## config.mk

```make
export PLATFORM = sky130hd
export DESIGN_NAME = coef_ram_loader
export DESIGN_NICKNAME = d
export VERILOG_FILES = /design/src/rtl/coef_ram_loader.sv
export SDC_FILE = /design/constraint.sdc
export NUM_CORES = 1
export LEC_CHECK = 0
export ABC_AREA = 1
export CORE_UTILIZATION = 55
export DETAILED_ROUTE_END_ITERATION = 10
export PLACE_DENSITY = 0.81
export SLEW_MARGIN = 40
export SYNTH_ARGS = -nofsm -noshare
export SYNTH_HDL_FRONTEND = slang
export SYNTH_SLANG_ARGS = --single-unit
```

## constraint.sdc

```tcl
create_clock -name clk -period 4.15 [get_ports clk]
set_input_delay 0.83 -clock clk [delete_from_list [all_inputs] [get_ports clk]]
set_output_delay 0.83 -clock clk [all_outputs]
set_load 0.01 [all_outputs]
```

## src/rtl/coef_ram_loader.sv

```systemverilog
// coef_ram_loader
//   Turns SPI coefficient strobes into writes on the shared coefficient RAM.
//   Each strobe assembles {coef_msb, coef_lsb} and computes the address
//   filter_sel*MAX_TAPS + tap_idx. The tap index advances after every accepted
//   write. Accepted writes wait in a small FIFO. The single RAM port goes to
//   the FIR engine while it is reading. After STARVE_LIMIT consecutive blocked
//   cycles, the head write is forced and the FIR read is stalled for one cycle.
//
// Ports
//   clk, reset        system clock, synchronous active-high reset
//   coef_wr_stb       one-cycle strobe: coefficient bytes are complete
//   coef_lsb/msb      coefficient bits [7:0] / [15:8]
//   filter_sel        target filter
//   taps_per_filter   active taps per filter (0 means 256)
//   tap_restart       return the tap index to 0
//   err_clear         clear the sticky error flags
//   fir_rd_en/addr    FIR engine read request and address
//   fir_rd_stall      FIR read not serviced this cycle
//   ram_en/we/addr/wdata  RAM port
//   tap_idx           next tap index to be written
//   busy              pending writes in the FIFO
//   wrap_pulse        tap index wrapped to 0 on the previous push
//   overflow_err      sticky: strobe arrived with the FIFO full
//   range_err         sticky: strobe arrived with filter_sel out of range
module coef_ram_loader #(
    parameter int unsigned NUM_FILTERS  = 4,
    parameter int unsigned MAX_TAPS     = 256,
    parameter int unsigned FIFO_DEPTH   = 4,
    parameter int unsigned STARVE_LIMIT = 15,
    parameter int unsigned ADDR_W       = 10
) (
    input  logic              clk,
    input  logic              reset,
    input  logic              coef_wr_stb,
    input  logic [7:0]        coef_lsb,
    input  logic [7:0]        coef_msb,
    input  logic [7:0]        filter_sel,
    input  logic [7:0]        taps_per_filter,
    input  logic              tap_restart,
    input  logic              err_clear,
    input  logic              fir_rd_en,
    input  logic [ADDR_W-1:0] fir_rd_addr,
    output logic              fir_rd_stall,
    output logic              ram_en,
    output logic              ram_we,
    output logic [ADDR_W-1:0] ram_addr,
    output logic [15:0]       ram_wdata,
    output logic [7:0]        tap_idx,
    output logic              busy,
    output logic              wrap_pulse,
    output logic              overflow_err,
    output logic              range_err
);

    localparam int unsigned TapW  = $clog2(MAX_TAPS);
    localparam int unsigned FselW = ADDR_W - TapW;
    localparam int unsigned PtrW  = $clog2(FIFO_DEPTH);
    localparam int unsigned CntW  = PtrW + 1;
    localparam int unsigned StW   = $clog2(STARVE_LIMIT + 1);

    localparam logic [7:0]      TapMask   = 8'(MAX_TAPS - 1);
    localparam logic [CntW-1:0] FifoFull  = CntW'(FIFO_DEPTH);
    localparam logic [StW-1:0]  StarveMax = StW'(STARVE_LIMIT);

    typedef enum logic [0:0] {StIdle, StPend} state_e;

    state_e state_q, state_d;

    logic [7:0]        tap_idx_q, tap_idx_d;
    logic              wrap_q, wrap_d;
    logic              ovf_q, ovf_d;
    logic              rng_q, rng_d;
    logic [CntW-1:0]   cnt_q, cnt_d;
    logic [PtrW-1:0]   wr_ptr_q, wr_ptr_d;
    logic [PtrW-1:0]   rd_ptr_q, rd_ptr_d;
    logic [StW-1:0]    starve_q, starve_d;

    logic [ADDR_W-1:0] fifo_addr_q [FIFO_DEPTH];
    logic [15:0]       fifo_data_q [FIFO_DEPTH];

    logic              range_hit, fifo_full, ovf_hit, push, pop, tap_wrap;
    logic [7:0]        tap_last;
    logic [ADDR_W-1:0] push_addr;

    // ------------------------------------------------------------------
    // Capture: validate the strobe and compute the target address
    // ------------------------------------------------------------------
    always_comb begin
        range_hit = coef_wr_stb && (32'(filter_sel) >= NUM_FILTERS);
        // Fullness is judged before any pop this cycle, so a full FIFO
        // rejects the strobe even while it is draining.
        fifo_full = (cnt_q == FifoFull);
        ovf_hit   = coef_wr_stb && !range_hit && fifo_full;
        push      = coef_wr_stb && !range_hit && !fifo_full;
        tap_last  = ((taps_per_filter == 8'd0) ? 8'hFF : taps_per_filter - 8'd1) & TapMask;
        tap_wrap  = (tap_idx_q == tap_last);
        push_addr = {filter_sel[FselW-1:0], tap_idx_q[TapW-1:0]};
    end

    always_comb begin
        tap_idx_d = tap_idx_q;
        wrap_d    = 1'b0;
        if (push) begin
            tap_idx_d = tap_wrap ? 8'd0 : tap_idx_q + 8'd1;
            wrap_d    = tap_wrap;
        end
        // Restart wins over the increment and suppresses the wrap pulse.
        if (tap_restart) begin
            tap_idx_d = 8'd0;
            wrap_d    = 1'b0;
        end
        ovf_d = ovf_hit | (ovf_q & ~err_clear);
        rng_d = range_hit | (rng_q & ~err_clear);
    end

    // ------------------------------------------------------------------
    // FIFO bookkeeping and starvation counter
    // ------------------------------------------------------------------
    always_comb begin
        wr_ptr_d = push ? wr_ptr_q + PtrW'(1) : wr_ptr_q;
        rd_ptr_d = pop ? rd_ptr_q + PtrW'(1) : rd_ptr_q;
        cnt_d    = cnt_q;
        if (push && !pop) begin
            cnt_d = cnt_q + CntW'(1);
        end else if (!push && pop) begin
            cnt_d = cnt_q - CntW'(1);
        end
        // In PEND without a pop, the FIR read must have won the port.
        if (pop || (state_q == StIdle)) begin
            starve_d = '0;
        end else begin
            starve_d = starve_q + StW'(1);
        end
    end

    always_ff @(posedge clk) begin
        if (push) begin
            fifo_addr_q[wr_ptr_q] <= push_addr;
            fifo_data_q[wr_ptr_q] <= {coef_msb, coef_lsb};
        end
    end

    always_ff @(posedge clk) begin
        if (reset) begin
            tap_idx_q <= '0;
            wrap_q    <= 1'b0;
            ovf_q     <= 1'b0;
            rng_q     <= 1'b0;
            cnt_q     <= '0;
            wr_ptr_q  <= '0;
            rd_ptr_q  <= '0;
            starve_q  <= '0;
        end else begin
            tap_idx_q <= tap_idx_d;
            wrap_q    <= wrap_d;
            ovf_q     <= ovf_d;
            rng_q     <= rng_d;
            cnt_q     <= cnt_d;
            wr_ptr_q  <= wr_ptr_d;
            rd_ptr_q  <= rd_ptr_d;
            starve_q  <= starve_d;
        end
    end

    // ------------------------------------------------------------------
    // Arbiter FSM: state register / next state / outputs
    // ------------------------------------------------------------------
    always_ff @(posedge clk) begin
        if (reset) begin
            state_q <= StIdle;
        end else begin
            state_q <= state_d;
        end
    end

    always_comb begin
        state_d = (cnt_d != '0) ? StPend : StIdle;
    end

    always_comb begin
        pop          = 1'b0;
        ram_en       = 1'b0;
        ram_we       = 1'b0;
        ram_addr     = '0;
        ram_wdata    = '0;
        fir_rd_stall = 1'b0;
        // Reset blocks the port so that no pending write leaks out.
        if (!reset) begin
            unique case (state_q)
                StIdle: begin
                    ram_en   = fir_rd_en;
                    ram_addr = fir_rd_addr;
                end
                StPend: begin
                    if (!fir_rd_en || (starve_q == StarveMax)) begin
                        pop          = 1'b1;
                        ram_en       = 1'b1;
                        ram_we       = 1'b1;
                        ram_addr     = fifo_addr_q[rd_ptr_q];
                        ram_wdata    = fifo_data_q[rd_ptr_q];
                        fir_rd_stall = fir_rd_en;
                    end else begin
                        ram_en   = 1'b1;
                        ram_addr = fir_rd_addr;
                    end
                end
                default: begin
                    pop = 1'b0;
                end
            endcase
        end
    end

    assign tap_idx      = tap_idx_q;
    assign busy         = (cnt_q != '0);
    assign wrap_pulse   = wrap_q;
    assign overflow_err = ovf_q;
    assign range_err    = rng_q;

endmodule

```

=== Word-level counts from Yosys, hierarchy flattened ===
Memory sizes are Yosys's and may differ from the RTL's. A register that Yosys moved wholly into a read port is not among the register bits.
Cells that the tools add are included.

* Flip-flop bits (word level): 23
* Bits in writable memories: 104
* Input bits: 48
* Output and inout bits: 41
* Memories: 2

* Add/sub/neg operators: 7
* Magnitude comparators: 1
* Eq/ne operators: 3
* Mux-type cells: 25
* Bitwise gates (word level): 7
* Reductions and logical operators: 19

{| class="wikitable"
|+ Memory list
! name !! depth !! bits a word !! read ports !! clocked after memory_dff !! wr ports !! RTL line !! source
|-
| fifo_data_q || 4 || 16 || 1 || 1 || 1 || 79 || <nowiki>logic [15:0] fifo_data_q [FIFO_DEPTH];</nowiki>
|-
| fifo_addr_q || 4 || 10 || 1 || 1 || 1 || 78 || <nowiki>logic [ADDR_W-1:0] fifo_addr_q [FIFO_DEPTH];</nowiki>
|}

{| class="wikitable"
|+ Operator list
! cell !! number
|-
| two-way mux 16 bit || 3
|-
| two-way mux 10 bit || 2
|-
| one-hot mux 10 bit (2 select lines) || 1
|-
| two-way mux 8 bit || 2
|-
| two-way mux 1 bit || 10
|-
| adder 8 x 1 -> 8 bit, second input constant || 1
|-
| equality test 8 bit || 1
|-
| greater-or-equal comparator 8 x 3 -> 1 bit, second input constant || 1
|-
| logical NOT 8 bit || 1
|-
| two-way mux 2 bit || 4
|-
| subtractor 8 x 1 -> 8 bit, second input constant || 1
|-
| logical AND 1 bit || 6
|-
| two-way mux 3 bit || 2
|-
| nonzero test 3 bit || 2
|-
| logical NOT 1 bit || 5
|-
| adder 2 x 1 -> 2 bit, second input constant || 2
|-
| adder 4 x 1 -> 4 bit, second input constant || 1
|-
| equality test 4 bit, second input constant || 1
|-
| OR reduction 2 bit || 2
|-
| adder 3 x 1 -> 3 bit, second input constant || 1
|-
| equality test 3 bit, second input constant || 1
|-
| inverter 1 bit || 3
|-
| OR reduction 3 bit || 1
|-
| subtractor 3 x 1 -> 3 bit, second input constant || 1
|-
| other kinds (4) || 7
|}

=== Longest topological paths before layout ===
* Depth after elaboration: 11
* Depth in mapped cells: 15

=== Worst setup path after synthesis ===
Ideal clock, no wire load.

* Path type: in2reg
* Start: in filter_sel[3]
* End: mem fifo_addr_q[0][0], enable pin
* Arrival time: 2575 ps
* Required time: 3741 ps
* Slack: 1166 ps
* Cell stages on the path: 6
* Cell sequence: nor2_1 > nand3_1 > nor3_2 > buf_4 > inv_1 > nor2_1

* Cells in the longest elaborated chain, start to end: 7

{| class="wikitable"
|+ Ends and longest elaborated chain
! item !! RTL line !! source
|-
| start: declaration || 37 || <nowiki>input logic [7:0] filter_sel,</nowiki>
|-
| greater-or-equal comparator 8 x 3 -> 1 bit || 89 || <nowiki>range_hit = coef_wr_stb && (32'(filter_sel) >= NUM_FILTERS);</nowiki>
|-
| logical AND 1 bit || 89 ||
|-
| logical NOT 1 bit || 94 || <nowiki>push = coef_wr_stb && !range_hit && !fifo_full;</nowiki>
|-
| logical AND 1 bit (2 in series) || 94 ||
|-
| two-way mux 1 bit || 137 || <nowiki>if (push) begin</nowiki>
|-
| two-way mux 1 bit (implied by the code) || 138 || <nowiki>fifo_addr_q[wr_ptr_q] <= push_addr;</nowiki>
|-
| end: declaration || 78 ||
|}

No other way between the ends.

=== Worst setup path after layout ===
* Start: in reset
* End: out ram_wdata[0]

* Cells in the longest elaborated chain, start to end: 1

{| class="wikitable"
|+ Ends and longest elaborated chain
! item !! RTL line !! source
|-
| start: declaration || 33 || <nowiki>input logic reset,</nowiki>
|-
| two-way mux 16 bit || 188 || <nowiki>if (!reset) begin</nowiki>
|-
| end: declaration || 47 || <nowiki>output logic [15:0] ram_wdata,</nowiki>
|}

No other way between the ends.

==> reports/qor.yml <==
worst_setup_path:
  critPathArrivalTime_ps: 2940
  worstPathRequired_ps: 3320
  rr_worst_depth: 9
  end_kind: "primary output"
  timing.rr.start: "cnt_q[0]$_SDFF_PP0_"
  cp_max_fo: 18
  reg2reg_slack_ps: 1810
  path_class: "input port to primary output"
  r2r-end: "fifo_data_q[1][11]$_DFFE_PP_"
  worstSetupStartpointType: "input port"
sta:
  rsz0062_at_grt: "false"
  fin_crit_ps: 3770
  maxSlewHeadroom_pct: 52.0
  setup_viol: 0
  clock_skew_ps: 8.25
  final.setup.tns_ps: 0
  worst_pin_slew_ps: 719
  final_max_slew_viol_count: 0
  finalHoldViolations: 0
  timing.final.crit_share_pct: 90.9
  fmaxAchievable_mhz: 265
synth:
  yosysUniqueCellTypes: 30
  synth_top_area_share_pct: 55.3
  synth_flop_cell: "edfxtp_1"
  seq_area_frac_synth_pct: 64.1
  synth_area_per_cell_um2: 10.2
  ys_warn_count: 0
  synth_seq_cells: 129
  syn-num-nets: 613
  synth_edf_count: 104
  synth_most_common_cell: "nor2_1"
  syn_inst: 554
  synth-async-reset-ratio_pct: 0
  yosys-top-cells-area: "edfxtp_1, nor2_1, dfxtp_1, o21ai_0, nand2_1"
  yosys-top-cells-count: "nor2_1, edfxtp_1, o21ai_0"
  synth_area_leader_cell: "edfxtp_1"
  netlist_area_mm2: 0.00565
clocking:
  post_cts_resized: 0
  clkTransAtPathRegs_ps: 60
  cts_setup_buffers: 0
  clkSinkCount: 129
  hold_buffers: 0
  cts_tree: "yes"
  cts_buffer_depth: 2
  cts_htree_levels: 4
  worstSkewPairLatency_ps: 520
  cts_buffers: 17
  cts-root-buf: "clkbuf_8"
run_status:
  outcome: "completed"
detailed_routing:
  wl_per_cell_um: 15.7
  vias: 4285
  viasPerCell: 5.40
  post-route-drc-count: 0
  ant_nets: 0
  first_pass_iters: 5
  wirelength_um: 12500
  drt_iter0_markers: 314
worst_hold_path:
  whs_endpoint: "starve_q[0]$_SDFF_PP0_"
  min_path_type: "flop to flop"
  min-delay-start: "starve_q[0]$_SDFF_PP0_"
  hold_depth: 1
place:
  routabilityCongestion: 0.846
  place_hpwl_um: 7670
  placed_area_mm2: 0.00668
  io_buffers: 88
floorplan:
  die_h_um: 103
  core_mm2: 0.00986
  fp.dieW_um: 103
  num_rows: 36
  dieArea_mm2: 0.0107
  io_pins: 89
  initial_utilization_pct: 57.3
power:
  cellLeakagePower_nw: 2.66
  ir_drop_mv: 0.323
  p_total_mw: 3.24
  power_density_mw_per_mm2: 446
finish:
  fillers: 647
  layout.nets: 707
  drive_gt1_share_pct: 10.3
  stdcell_area_mm2: 0.00727
  diodes: 0
  area_delta_synth_final_pct: 28.6
grt:
  grt_pass1_wl_um: 19300
  grt_pass1_vias: 4197
  grt_max_degree: 53
  grt.total_usage_pct: 25.1
  grt_antenna_before_repair: 0
  overflow: 0
flow_run:
  maxCapViolCount: 0
how the worst max path moves through the flow:
| stage | startpoint | to | depth (start not counted) |
|---|---|---|---|
| finish | reset | ram_wdata[0] | 5 |
| global placement | reset | ram_we | 5 |
| detailed placement | reset | ram_wdata[0] | 5 |
| floorplan | filter_sel[3] | fifo_addr_q[0][0]$_DFFE_PP_ | 6 |
| CTS | reset | ram_wdata[0] | 5 |
| global route | reset | ram_wdata[10] | 5 |
metrics by stage:
step	utilization (%)	instances	hold slack, ps	worst slack, ps
2_1_floorplan	-	554	418	1170
3_3_place_gp	67.7	762	428	536
3_5_place_dp	67.7	762	458	372
4_1_cts	73.6	793	470	370
5_1_grt	73.7	793	481	213
6_report	73.7	793	475	376
worst max-delay path, cell delays in order:
cell             delay (ps)
clkdlybuf4s50_1         490
nor2_1                  200
nand2_1                 450
a21oi_1                 350
clkdlybuf4s50_1         620
where the power goes:
part	internal [mW]	switching [mW]	total (mW)
Sequential	1.41	0.0118	1.42
Clock	0.911	0.540	1.45
Combinational	0.162	0.204	0.366
kinds of logic (layout without fill, tap and decap cells):
kind of cell	count (synthesis)	in the layout	share of synthesized area [%]
simple gates	232	232	17.8
flops	129	129	64.1
compound gates	106	106	9.61
buf+inv	67	173	4.67
fa+ha+maj	11	11	2.44
xor+xnor	9	9	1.39
registers in the layout, indices dropped and copies added, names as in the netlist, named ones only:
register and count:
range_err 1, fifo_data_q 64, state_q 1, wrap_pulse 1
tap_idx 8, rd_ptr_q 2, wr_ptr_q 2, overflow_err 1
starve_q 4, fifo_addr_q 40, cnt_q 3
placed cells by master (no fill, tap or decap), drive strengths merged:
master and count:
xnor2 2, clkbuf 18, nor2 146, xor2 7, bufinv 3, o21ai 73, a21oi 23, o22ai 10
clkinvlp 4, nand4 7, edfxtp 104, clkdlybuf4s50 88, nand3b 2, dfxtp 25, nand2 55, inv 43
buf 9, clkinv 8, and2 1, ha 11, nor3 3, nand3 18
routing by layer:
layer  global-route usage [%]  wire (µm)  up-vias
met5                        0          0        -
met4                     11.4        211        0
met3                     7.66        836       21
met2                     44.8       6490      169
met1                     27.3       4950     2027
li1                         -          -     2068
layout make-up:
type | count | area, µm² | area share (%)
clock inverters | 13 | 164 | 2.26
flip-flops and latches | 129 | 3620 | 49.9
inverters | 45 | 170 | 2.34
well taps | 133 | 166 | 2.29
clock buffers | 18 | 418 | 5.75
multi-input cells | 358 | 1770 | 24.4
repair buffers | 97 | 948 | 13.1
Note: power is estimated with default switching activity, not from simulation.
